**src/rtl/cobra_loader_pkg.sv**
```systemverilog
// Shared types and defaults for the CYBERcobra program loader.
// The state encoding is fixed so that waveforms and debug taps stay readable across revisions.
package cobra_loader_pkg;

  typedef enum logic [2:0] {
    IDLE   = 3'd0,
    LEN_LO = 3'd1,
    LEN_HI = 3'd2,
    DATA   = 3'd3,
    CSUM   = 3'd4,
    DONE   = 3'd5,
    ERR    = 3'd6
  } loader_state_t;

  localparam logic [7:0]  SYNC_BYTE_DEF = 8'hA5;
  localparam int unsigned MEM_WORDS_DEF = 1024;

endpackage

```
**src/rtl/cobra_word_packer.sv**
```systemverilog
// Collects four little-endian bytes into one 32-bit word.
// word_valid_o/word_o are combinational on the 4th byte, so the caller can register the write.
module cobra_word_packer (
  input  logic        clk_i,
  input  logic        rst_ni,
  input  logic        clear_i,
  input  logic        byte_valid_i,
  input  logic [7:0]  byte_i,
  output logic        word_valid_o,
  output logic [31:0] word_o
);

  logic [1:0]  idx_q, idx_d;
  logic [23:0] shift_q, shift_d;

  // Earlier bytes sit in shift_q with byte 0 ending up in the low lane once byte 3 arrives.
  assign word_valid_o = byte_valid_i && (idx_q == 2'd3);
  assign word_o       = {byte_i, shift_q};

  // NOTE: every variable gets a default first, so no path through the block infers a latch.
  always_comb begin
    idx_d   = idx_q;
    shift_d = shift_q;
    if (clear_i) begin
      idx_d   = 2'd0;
      shift_d = 24'd0;
    end else if (byte_valid_i) begin
      idx_d   = idx_q + 2'd1;
      shift_d = {byte_i, shift_q[23:8]};
    end
  end

  // NOTE: non-blocking assignments make every flop sample pre-edge values, whatever the order.
  always_ff @(posedge clk_i or negedge rst_ni) begin
    if (!rst_ni) begin
      idx_q   <= 2'd0;
      shift_q <= 24'd0;
    end else begin
      idx_q   <= idx_d;
      shift_q <= shift_d;
    end
  end

endmodule

```
**src/rtl/cobra_prog_loader.sv**
```systemverilog
// Framed byte-stream loader for the CYBERcobra instruction memory.
// Keeps the core in reset until a complete frame has passed its XOR checksum.
module cobra_prog_loader
  import cobra_loader_pkg::*;
#(
  parameter int unsigned MEM_WORDS = MEM_WORDS_DEF,
  parameter logic [7:0]  SYNC_BYTE = SYNC_BYTE_DEF
) (
  input  logic        clk_i,
  input  logic        rst_ni,
  input  logic [7:0]  rx_data_i,
  input  logic        rx_valid_i,
  output logic        rx_ready_o,
  output logic        mem_we_o,
  output logic [31:0] mem_addr_o,
  output logic [31:0] mem_wdata_o,
  output logic        core_rst_o,
  output logic        done_o,
  output logic        err_o
);

  localparam logic [15:0] MAX_LEN = 16'(MEM_WORDS);

  loader_state_t state_q, state_d;
  logic [15:0]   len_q, len_d;
  logic [15:0]   word_idx_q, word_idx_d;
  logic [7:0]    csum_q, csum_d;
  logic          mem_we_q, mem_we_d;
  logic [31:0]   mem_addr_q, mem_addr_d;
  logic [31:0]   mem_wdata_q, mem_wdata_d;
  logic          core_rst_q, core_rst_d;
  logic          done_q, done_d;
  logic          err_q, err_d;

  logic          accept;
  logic          start_frame;
  logic [15:0]   len_new;
  logic          word_valid;
  logic [31:0]   word;

  // The write cycle blocks input so a byte can never race the imem write of the previous word.
  assign rx_ready_o = rst_ni && !mem_we_q;
  assign accept     = rx_valid_i && rx_ready_o;
  assign len_new    = {rx_data_i, len_q[7:0]};

  cobra_word_packer u_packer (
    .clk_i        (clk_i),
    .rst_ni       (rst_ni),
    .clear_i      (start_frame),
    .byte_valid_i (accept && (state_q == DATA)),
    .byte_i       (rx_data_i),
    .word_valid_o (word_valid),
    .word_o       (word)
  );

  always_comb begin
    state_d     = state_q;
    len_d       = len_q;
    word_idx_d  = word_idx_q;
    csum_d      = csum_q;
    mem_we_d    = 1'b0;
    mem_addr_d  = mem_addr_q;
    mem_wdata_d = mem_wdata_q;
    start_frame = 1'b0;

    case (state_q)
      IDLE, DONE, ERR: begin
        if (accept && (rx_data_i == SYNC_BYTE)) begin
          state_d     = LEN_LO;
          start_frame = 1'b1;
        end
      end
      LEN_LO: begin
        if (accept) begin
          len_d[7:0] = rx_data_i;
          csum_d     = csum_q ^ rx_data_i;
          state_d    = LEN_HI;
        end
      end
      LEN_HI: begin
        if (accept) begin
          len_d  = len_new;
          csum_d = csum_q ^ rx_data_i;
          if (len_new > MAX_LEN)      state_d = ERR;
          else if (len_new == 16'd0)  state_d = CSUM;
          else                        state_d = DATA;
        end
      end
      DATA: begin
        if (accept) begin
          csum_d = csum_q ^ rx_data_i;
          if (word_valid) begin
            mem_we_d    = 1'b1;
            mem_addr_d  = {14'b0, word_idx_q, 2'b00};
            mem_wdata_d = word;
            word_idx_d  = word_idx_q + 16'd1;
            if (word_idx_q == len_q - 16'd1) state_d = CSUM;
          end
        end
      end
      CSUM: begin
        if (accept) state_d = (rx_data_i == csum_q) ? DONE : ERR;
      end
      default: state_d = IDLE;
    endcase

    if (start_frame) begin
      len_d      = 16'd0;
      word_idx_d = 16'd0;
      csum_d     = 8'd0;
    end

    // Status flags follow the next state, so they are registered and change exactly on entry.
    core_rst_d = (state_d != DONE);
    done_d     = (state_d == DONE);
    err_d      = (state_d == ERR);
  end

  always_ff @(posedge clk_i or negedge rst_ni) begin
    if (!rst_ni) begin
      state_q     <= IDLE;
      len_q       <= 16'd0;
      word_idx_q  <= 16'd0;
      csum_q      <= 8'd0;
      mem_we_q    <= 1'b0;
      mem_addr_q  <= 32'd0;
      mem_wdata_q <= 32'd0;
      core_rst_q  <= 1'b1;
      done_q      <= 1'b0;
      err_q       <= 1'b0;
    end else begin
      state_q     <= state_d;
      len_q       <= len_d;
      word_idx_q  <= word_idx_d;
      csum_q      <= csum_d;
      mem_we_q    <= mem_we_d;
      mem_addr_q  <= mem_addr_d;
      mem_wdata_q <= mem_wdata_d;
      core_rst_q  <= core_rst_d;
      done_q      <= done_d;
      err_q       <= err_d;
    end
  end

  assign mem_we_o    = mem_we_q;
  assign mem_addr_o  = mem_addr_q;
  assign mem_wdata_o = mem_wdata_q;
  assign core_rst_o  = core_rst_q;
  assign done_o      = done_q;
  assign err_o       = err_q;

endmodule

```
**config.mk**
```make
export PLATFORM = sky130hd
export DESIGN_NAME = cobra_prog_loader
export DESIGN_NICKNAME = d
export VERILOG_FILES = /design/src/rtl/cobra_loader_pkg.sv /design/src/rtl/cobra_word_packer.sv /design/src/rtl/cobra_prog_loader.sv
export SDC_FILE = /design/constraint.sdc
export NUM_CORES = 1
export LEC_CHECK = 0
export ABC_CLOCK_PERIOD_IN_PS = 5600
export CAP_MARGIN = 25
export CORE_MARGIN = 4
export CORE_UTILIZATION = 40
export CTS_CLUSTER_DIAMETER = 40
export CTS_CLUSTER_SIZE = 40
export DETAILED_ROUTE_END_ITERATION = 10
export PLACE_DENSITY = 0.68
export SETUP_SLACK_MARGIN = 0.3
export SLEW_MARGIN = 40
export SYNTH_ARGS = -nofsm -noshare
export SYNTH_HDL_FRONTEND = slang
export SYNTH_SLANG_ARGS = --single-unit
```
**constraint.sdc**
```tcl
create_clock -name clk_i -period 5.6 [get_ports clk_i]
set_clock_uncertainty 0.1 [all_clocks]
set_input_delay 0.56 -clock clk_i [delete_from_list [all_inputs] [get_ports clk_i]]
set_output_delay 0.56 -clock clk_i [all_outputs]
set_load 0.1 [all_outputs]
```
==> impl_metrics.env, run 1 <==
export IMPL_slew_headroom_pct=44.4
export IMPL_layout_min_cycle_time_ps=3210
export IMPL_power_density_mw_per_mm2=385
export IMPL_io_buffer_count=63
export IMPL_post_drt_wl_per_cell_um=16.8
export IMPL_rsz0062_at_grt="false"
export IMPL_cap_violations=0
export IMPL_synth_edff_count=0
export IMPL_cts_root_buf="clkbuf_16"
export IMPL_p_switching_w=0.000801
export IMPL_path_max_fanout=7
export IMPL_seqCellArea_mm2=0.00303
export IMPL_startpoint_type="flip-flop"
export IMPL_worst_ep_arrival_time_ps=3410
export IMPL_p_leak_nw=3.50
export IMPL_async_reset_ff_share_pct=100
export IMPL_dp_hpwl_um=9620
export IMPL_rows=44
export IMPL_drt_initial_drc_count=301
export IMPL_postRouteAntennaNets=0
export IMPL_multi_input_area_mm2=0.00283
export IMPL_area_delta_synth_final_pct=18.0
export IMPL_post_cts_buffers=0
export IMPL_pwr_share_comb_pct=17.6
export IMPL_htree_levels=4
export IMPL_synth_distinct_cells=64
export IMPL_vdd_drop_max_mv=0.210
export IMPL_worst_slew_pin_slew_ps=833
export IMPL_via_per_inst=5.40
export IMPL_grt_overflow=0
export IMPL_cts_sinks=121
export IMPL_yosys_most_used_dff="dfrtp_1"
export IMPL_ys_seq_elements=121
export IMPL_syn_area_mm2=0.00608
export IMPL_clk_latency_ps=410
export IMPL_synth_seq_area_share_pct=49.9
export IMPL_cts_resized=0
export IMPL_design_die_area_mm2=0.0172
export IMPL_min_path_type="primary input to asynchronous set/reset pin"
export IMPL_cp_end_kind="flip-flop"
export IMPL_p_int_w=0.00196
export IMPL_synth_top_cell_by_area="dfrtp_1"
export IMPL_setup_violations=0
export IMPL_synth_area_leaders="dfrtp_1 49%, mux2_2 8.7%, xnor2_1 4.6%"
export IMPL_max_freq_ghz=0.312
export IMPL_clkTransAtPathRegs_ps=60
export IMPL_clockBufferDepth=2
export IMPL_cts_hold_buf=0
export IMPL_die_x_um=131
export IMPL_grt_pass1_wl_um=23200
export IMPL_pre_cts_slack_ps=2020
export IMPL_min_period_over_period_pct=57.3
export IMPL_routed_wl_um=13700
export IMPL_start_util_pct=41.3
export IMPL_dr_pass1_iters=5
export IMPL_place_gp_congestion=0.874
export IMPL_slew_viol_final=0
export IMPL_grt_max_degree=84
export IMPL_antenna_found_initial=0
export IMPL_diodes=0
export IMPL_yosysWarningCount=0
export IMPL_grt_total_usage_pct=16.5
export IMPL_netlist_area_leader_share_pct=49.4
export IMPL_timing_worst_setup_path_type="flip-flop to flip-flop"
export IMPL_drive_above_1_share_pct=25.4
export IMPL_final_setup_tns_ps=0
export IMPL_syn_inst=564
export IMPL_io_pins=80
export IMPL_final_nets=632
export IMPL_setup_slack_ps=2390
export IMPL_syn_avg_cell_area_um2=10.8
export IMPL_final_hold_violation_count=0
export IMPL_switching_share_pct=29.0
export IMPL_outcome="finished clean"
export IMPL_dp_cells=783
export IMPL_num_vias=4397
export IMPL_die_h_um=131
export IMPL_clock_power_share_pct=42.3
export IMPL_cp_required_ps=5800
export IMPL_drc=0
export IMPL_core_mm2=0.0147
export IMPL_grt_pass1_vias=4459
export IMPL_p_total_w=0.00276
export IMPL_synthTopCellsByCount="120 x dfrtp_1, 55 x nand2_1, 49 x nor2_1, 47 x mux2_2, 32 x xnor2_1"
export IMPL_cts_tree="built"
export IMPL_instances_no_fill=815
export IMPL_reg2reg_depth=8
export IMPL_n_fill_cell=1329
export IMPL_power_frac_seq_pct=40.2
export IMPL_numCtsBuffers=17
export IMPL_yosysMostFrequentCell="dfrtp_1"
==> critical path, cell delays in order (launching register included) <==
cell and delay (ps):
dfrtp_1 430, inv_1 110, ha_1 290, nor4b_2 670, nand4_1 320, xnor2_1 200, nor4_1 500, o22ai_1 240
and3_1 230
==> area by class of cell <==
class / instances / share of cell area [%]
Sequential cell: 121 / 42.2
Multi-Input combinational cell: 402 / 39.4
Clock buffer: 21 / 6.70
Timing Repair Buffer: 68 / 5.67
Tap cell: 184 / 3.21
Clock inverter: 11 / 2.34
Inverter: 8 / 0.419
==> kinds of logic (layout without fill, tap and decap cells) <==
group | after synthesis | after routing | synth area share, %
and+or+nand+nor | 200 | 200 | 17.5
buffers and inverters | 56 | 108 | 4.72
adders and majority gates | 5 | 5 | 0.968
xor gates and xnor gates | 43 | 43 | 6.42
DFF | 121 | 121 | 49.9
AOI/OAI and AO/OA | 63 | 63 | 6.86
other | 1 | 16 | 0.0617
muxes | 75 | 75 | 13.7
==> power by group through the flow <==
stage	logic, W	clock network (W)	registers [W]
3_3_place_gp	0.000464	0	0.00111
4_1_cts	0.000486	0.00120	0.00111
6_report	0.000486	0.00117	0.00111
2_1_floorplan	0.000397	0	0.00108
5_1_grt	0.000542	0.00124	0.00113
3_5_place_dp	0.000484	0	0.00112
==> cell usage in the layout, fill, tap and decap left out, types with 11 or more instances in the layout <==
cell / n
xnor2_1: 32
nor2_1: 47
nand2b_1: 11
dfrtp_1: 120
mux2_2: 47
conb_1: 16
mux2i_1: 24
o21ai_0: 21
nand2_1: 55
nand3_1: 14
buf_2: 53
clkbuf_16: 17
nor3_1: 11
==> final timing paths <==
kind                          startpoint              end  slack (ps)
max reg2reg                     len_q[0]            err_o        2390
max                             len_q[0]            err_o        2390
min                               rst_ni  mem_wdata_o[25]          30
min in group clk_i         mem_addr_o[9]    mem_addr_o[9]         380
max in group asynchronous         rst_ni    word_idx_q[1]        4300
min reg2reg                mem_addr_o[9]    mem_addr_o[9]         380
==> stage by stage <==
step / hold slack [ps] / cell area [µm²] / utilization (%)
finish: 27.0 / 7170 / 48.8
global route: 60.5 / 7170 / 48.8
CTS: 30.5 / 7170 / 48.8
detailed placement: 373 / 6520 / 44.4
global placement: 378 / 6780 / 46.1
floorplan: 164 / 6130 / -
==> flip-flops by register name (all words and copies together), names as in the netlist <==
signal,count
mem_wdata_o,32
u_packer.shift_q,24
len_q,16
mem_addr_o,16
word_idx_q,16
csum_q,8
state_q,3
u_packer.idx_q,2
core_rst_o,1
done_o,1
err_o,1
mem_we_o,1
==> layer usage <==
metal	vias to the layer above	global-route usage [%]	share of wire, %
li1	2044	-	-
met1	2174	21.4	44
met2	160	26.2	49
met3	19	5.47	5.7
met4	0	5.19	1.2
met5	-	0	0
(Power assumes the default switching activity.)
==> run 2: changes to the inputs <==
Settings changed: ABC_CLOCK_PERIOD_IN_PS 5600 to 2800, PLACE_DENSITY 0.68 to 0.7.
Clock period 5.6 ns to 2.8 ns, I/O delays scaled along.
==> run 2 against run 1 <==
Net effect:
- via count is 1.8% higher
- critical path depth is 1 lower
- sequential share of layout area decreased by 2.3 points
- clock power up 110%
- worst setup slack got worse by 2000 ps
- die area is the same
- hold slack improved by 360 ps
- non-clock buffer count is 29 higher
- count of clock-buffer cells in the layout fell by 3
- register-to-register slack got worse by 2000 ps
- global-route usage is 0.72 points higher
- largest cell class unchanged
- combinational power is 120% higher
==> impl_metrics.env, run 2 (synthesis results as in run 1) <==
export IMPL_numCtsBuffers=17
export IMPL_max_stage_delay_ps=580
export IMPL_reg2reg_depth=6
export IMPL_slowest_stage="or4_4"
export IMPL_p_int_w=0.00401
export IMPL_routed_wl_um=14400
export IMPL_antenna_found_initial=0
export IMPL_setup_violations=0
export IMPL_path_max_fanout=8
export IMPL_pwr_share_comb_pct=18.6
export IMPL_diodes=0
export IMPL_io_pins=80
export IMPL_grt_pass1_vias=4693
export IMPL_clk_latency_ps=420
export IMPL_postRouteAntennaNets=0
export IMPL_mostFrequentLayoutCells="117 x dfrtp_1, 82 x buf_4, 55 x nand2_1"
export IMPL_io_buffer_count=63
export IMPL_core_mm2=0.0147
export IMPL_final_hold_violation_count=0
export IMPL_seqCellArea_mm2=0.00304
export IMPL_via_per_inst=5.30
export IMPL_cp_required_ps=3000
export IMPL_max_freq_ghz=0.411
export IMPL_holdWs_ps=388
export IMPL_largest_register_ffs=32
export IMPL_clockBufferDepth=2
export IMPL_placed_area_mm2=0.00687
export IMPL_drive_above_1_share_pct=29.5
export IMPL_postLayoutCellArea_mm2=0.00760
export IMPL_final_common_cell="dfrtp_1"
export IMPL_cp_depth=7
export IMPL_grt_max_degree=64
export IMPL_post_drt_wl_per_cell_um=17.1
export IMPL_crit_buf_inv=1
export IMPL_die_h_um=131
export IMPL_switching_share_pct=29.6
export IMPL_whs_path_depth=2
export IMPL_p_switching_w=0.00169
export IMPL_clkTransAtPathRegs_ps=50
export IMPL_grt_overflow=0
export IMPL_timing_worst_setup_path_type="primary input to flip-flop"
export IMPL_die_x_um=131
export IMPL_n_fill_cell=1260
export IMPL_worst_slew_pin_slew_ps=570
export IMPL_grt_total_usage_pct=17.2
export IMPL_min_path_type="flip-flop to flip-flop"
export IMPL_outcome="finished clean"
export IMPL_cts_tree="built"
export IMPL_dr_pass1_iters=4
export IMPL_place_gp_congestion=0.908
export IMPL_layout_min_cycle_time_ps=2430
export IMPL_finish_utilization_pct=51.7
export IMPL_cap_violations=0
export IMPL_dp_hpwl_um=9930
export IMPL_cp_end_kind="flip-flop"
export IMPL_area_delta_synth_final_pct=25.1
export IMPL_startpoint_type="primary input"
export IMPL_critPathTopFamily="simple AND/OR/NAND/NOR gates"
export IMPL_vdd_drop_max_mv=0.397
export IMPL_drt_initial_drc_count=200
export IMPL_start_util_pct=41.3
export IMPL_final_setup_tns_ps=0
export IMPL_slew_headroom_pct=62.0
export IMPL_rsz0062_at_grt="false"
export IMPL_power_frac_seq_pct=38.9
export IMPL_p_total_w=0.00570
export IMPL_slew_viol_final=0
export IMPL_p_leak_nw=3.63
export IMPL_rows=44
export IMPL_drc=0
export IMPL_num_vias=4474
export IMPL_cts_root_buf="clkbuf_16"
export IMPL_cts_sinks=121
export IMPL_power_density_mw_per_mm2=750
export IMPL_min_period_over_period_pct=86.9
export IMPL_clock_power_share_pct=42.5
export IMPL_final_nets=661
export IMPL_htree_levels=4
export IMPL_design_die_area_mm2=0.0172
export IMPL_grt_pass1_wl_um=24100
export IMPL_crit_chain="clkdlybuf4s50_1 -> or3_4 -> or4_4 -> maj3_2 -> o21ai_4 -> nand2_4 -> mux2_4"
export IMPL_multi_input_area_mm2=0.00286
export IMPL_worst_ep_arrival_time_ps=2630
==> run 2: cell types whose count changed in the layout (fill, tap and decap cells not counted), sizes merged <==
| cell | change |
|---|---|
| dlygate4sd3 | +2 |
| bufinv | +1 |
| buf | +28 |
| clkbuf | -4 |
| clkinvlp | +1 |
| inv | +1 |
==> run 2: metal layers <==
metal	track usage [%]	wire length, µm	part of all wire (%)
met1	21.8	6220	43
met2	28.1	7060	49
met3	4.40	791	5.5
met4	7.18	344	2.4
met5	0	0	0
==> run 2: path summary, 6_finish.rpt <==
path,from,end,slack [ps]
setup reg to reg,mem_we_o,len_q[4],370
hold / removal,mem_addr_o[9],mem_addr_o[9],390
hold reg to reg,mem_addr_o[9],mem_addr_o[9],390
min in group asynchronous,rst_ni,csum_q[5],410
max in group asynchronous,rst_ni,mem_we_o,1210
setup / recovery,rx_data_i[3],len_q[4],370
==> run 2: area by class of cell <==
type	instances	area share, %
clock inverters	14	2.91
clock buffers	18	5.78
inverters	8	0.395
multi-input cells	402	37.6
flip-flops and latches	121	39.9
well taps	184	3.03
repair buffers	97	10.4
==> run 2: per-stage QoR <==
stage	cells	setup WS, ps
6_report	844	366
5_1_grt	844	303
4_1_cts	842	315
3_5_place_dp	808	-95.5
3_3_place_gp	808	-27.1
2_1_floorplan	579	211
==> run 2: timing repair <==
item / 4_1_cts / 5_1_grt
hold buffers: 2 / 0
gates resized for setup: 3 / 7
setup buffers: 0 / 2
endpoints found under the hold margin: 6 / 0
endpoints found under the setup margin: 5 / 11
==> run 2: power by group through the flow <==
stage	clock (W)	sequential [W]	combinational (W)
2_1_floorplan	0	0.00217	0.000794
3_3_place_gp	0	0.00222	0.000968
3_5_place_dp	0	0.00223	0.00102
4_1_cts	0.00247	0.00221	0.00104
5_1_grt	0.00254	0.00224	0.00117
6_report	0.00242	0.00221	0.00106
==> run 2: worst register-to-register path, stage by stage, from the launching register on <==
cell      delay, ps
dfrtp_4         500
nand3b_1        190
or4_4           560
maj3_2          350
o21ai_4         160
nand2_4         120
mux2_4          320
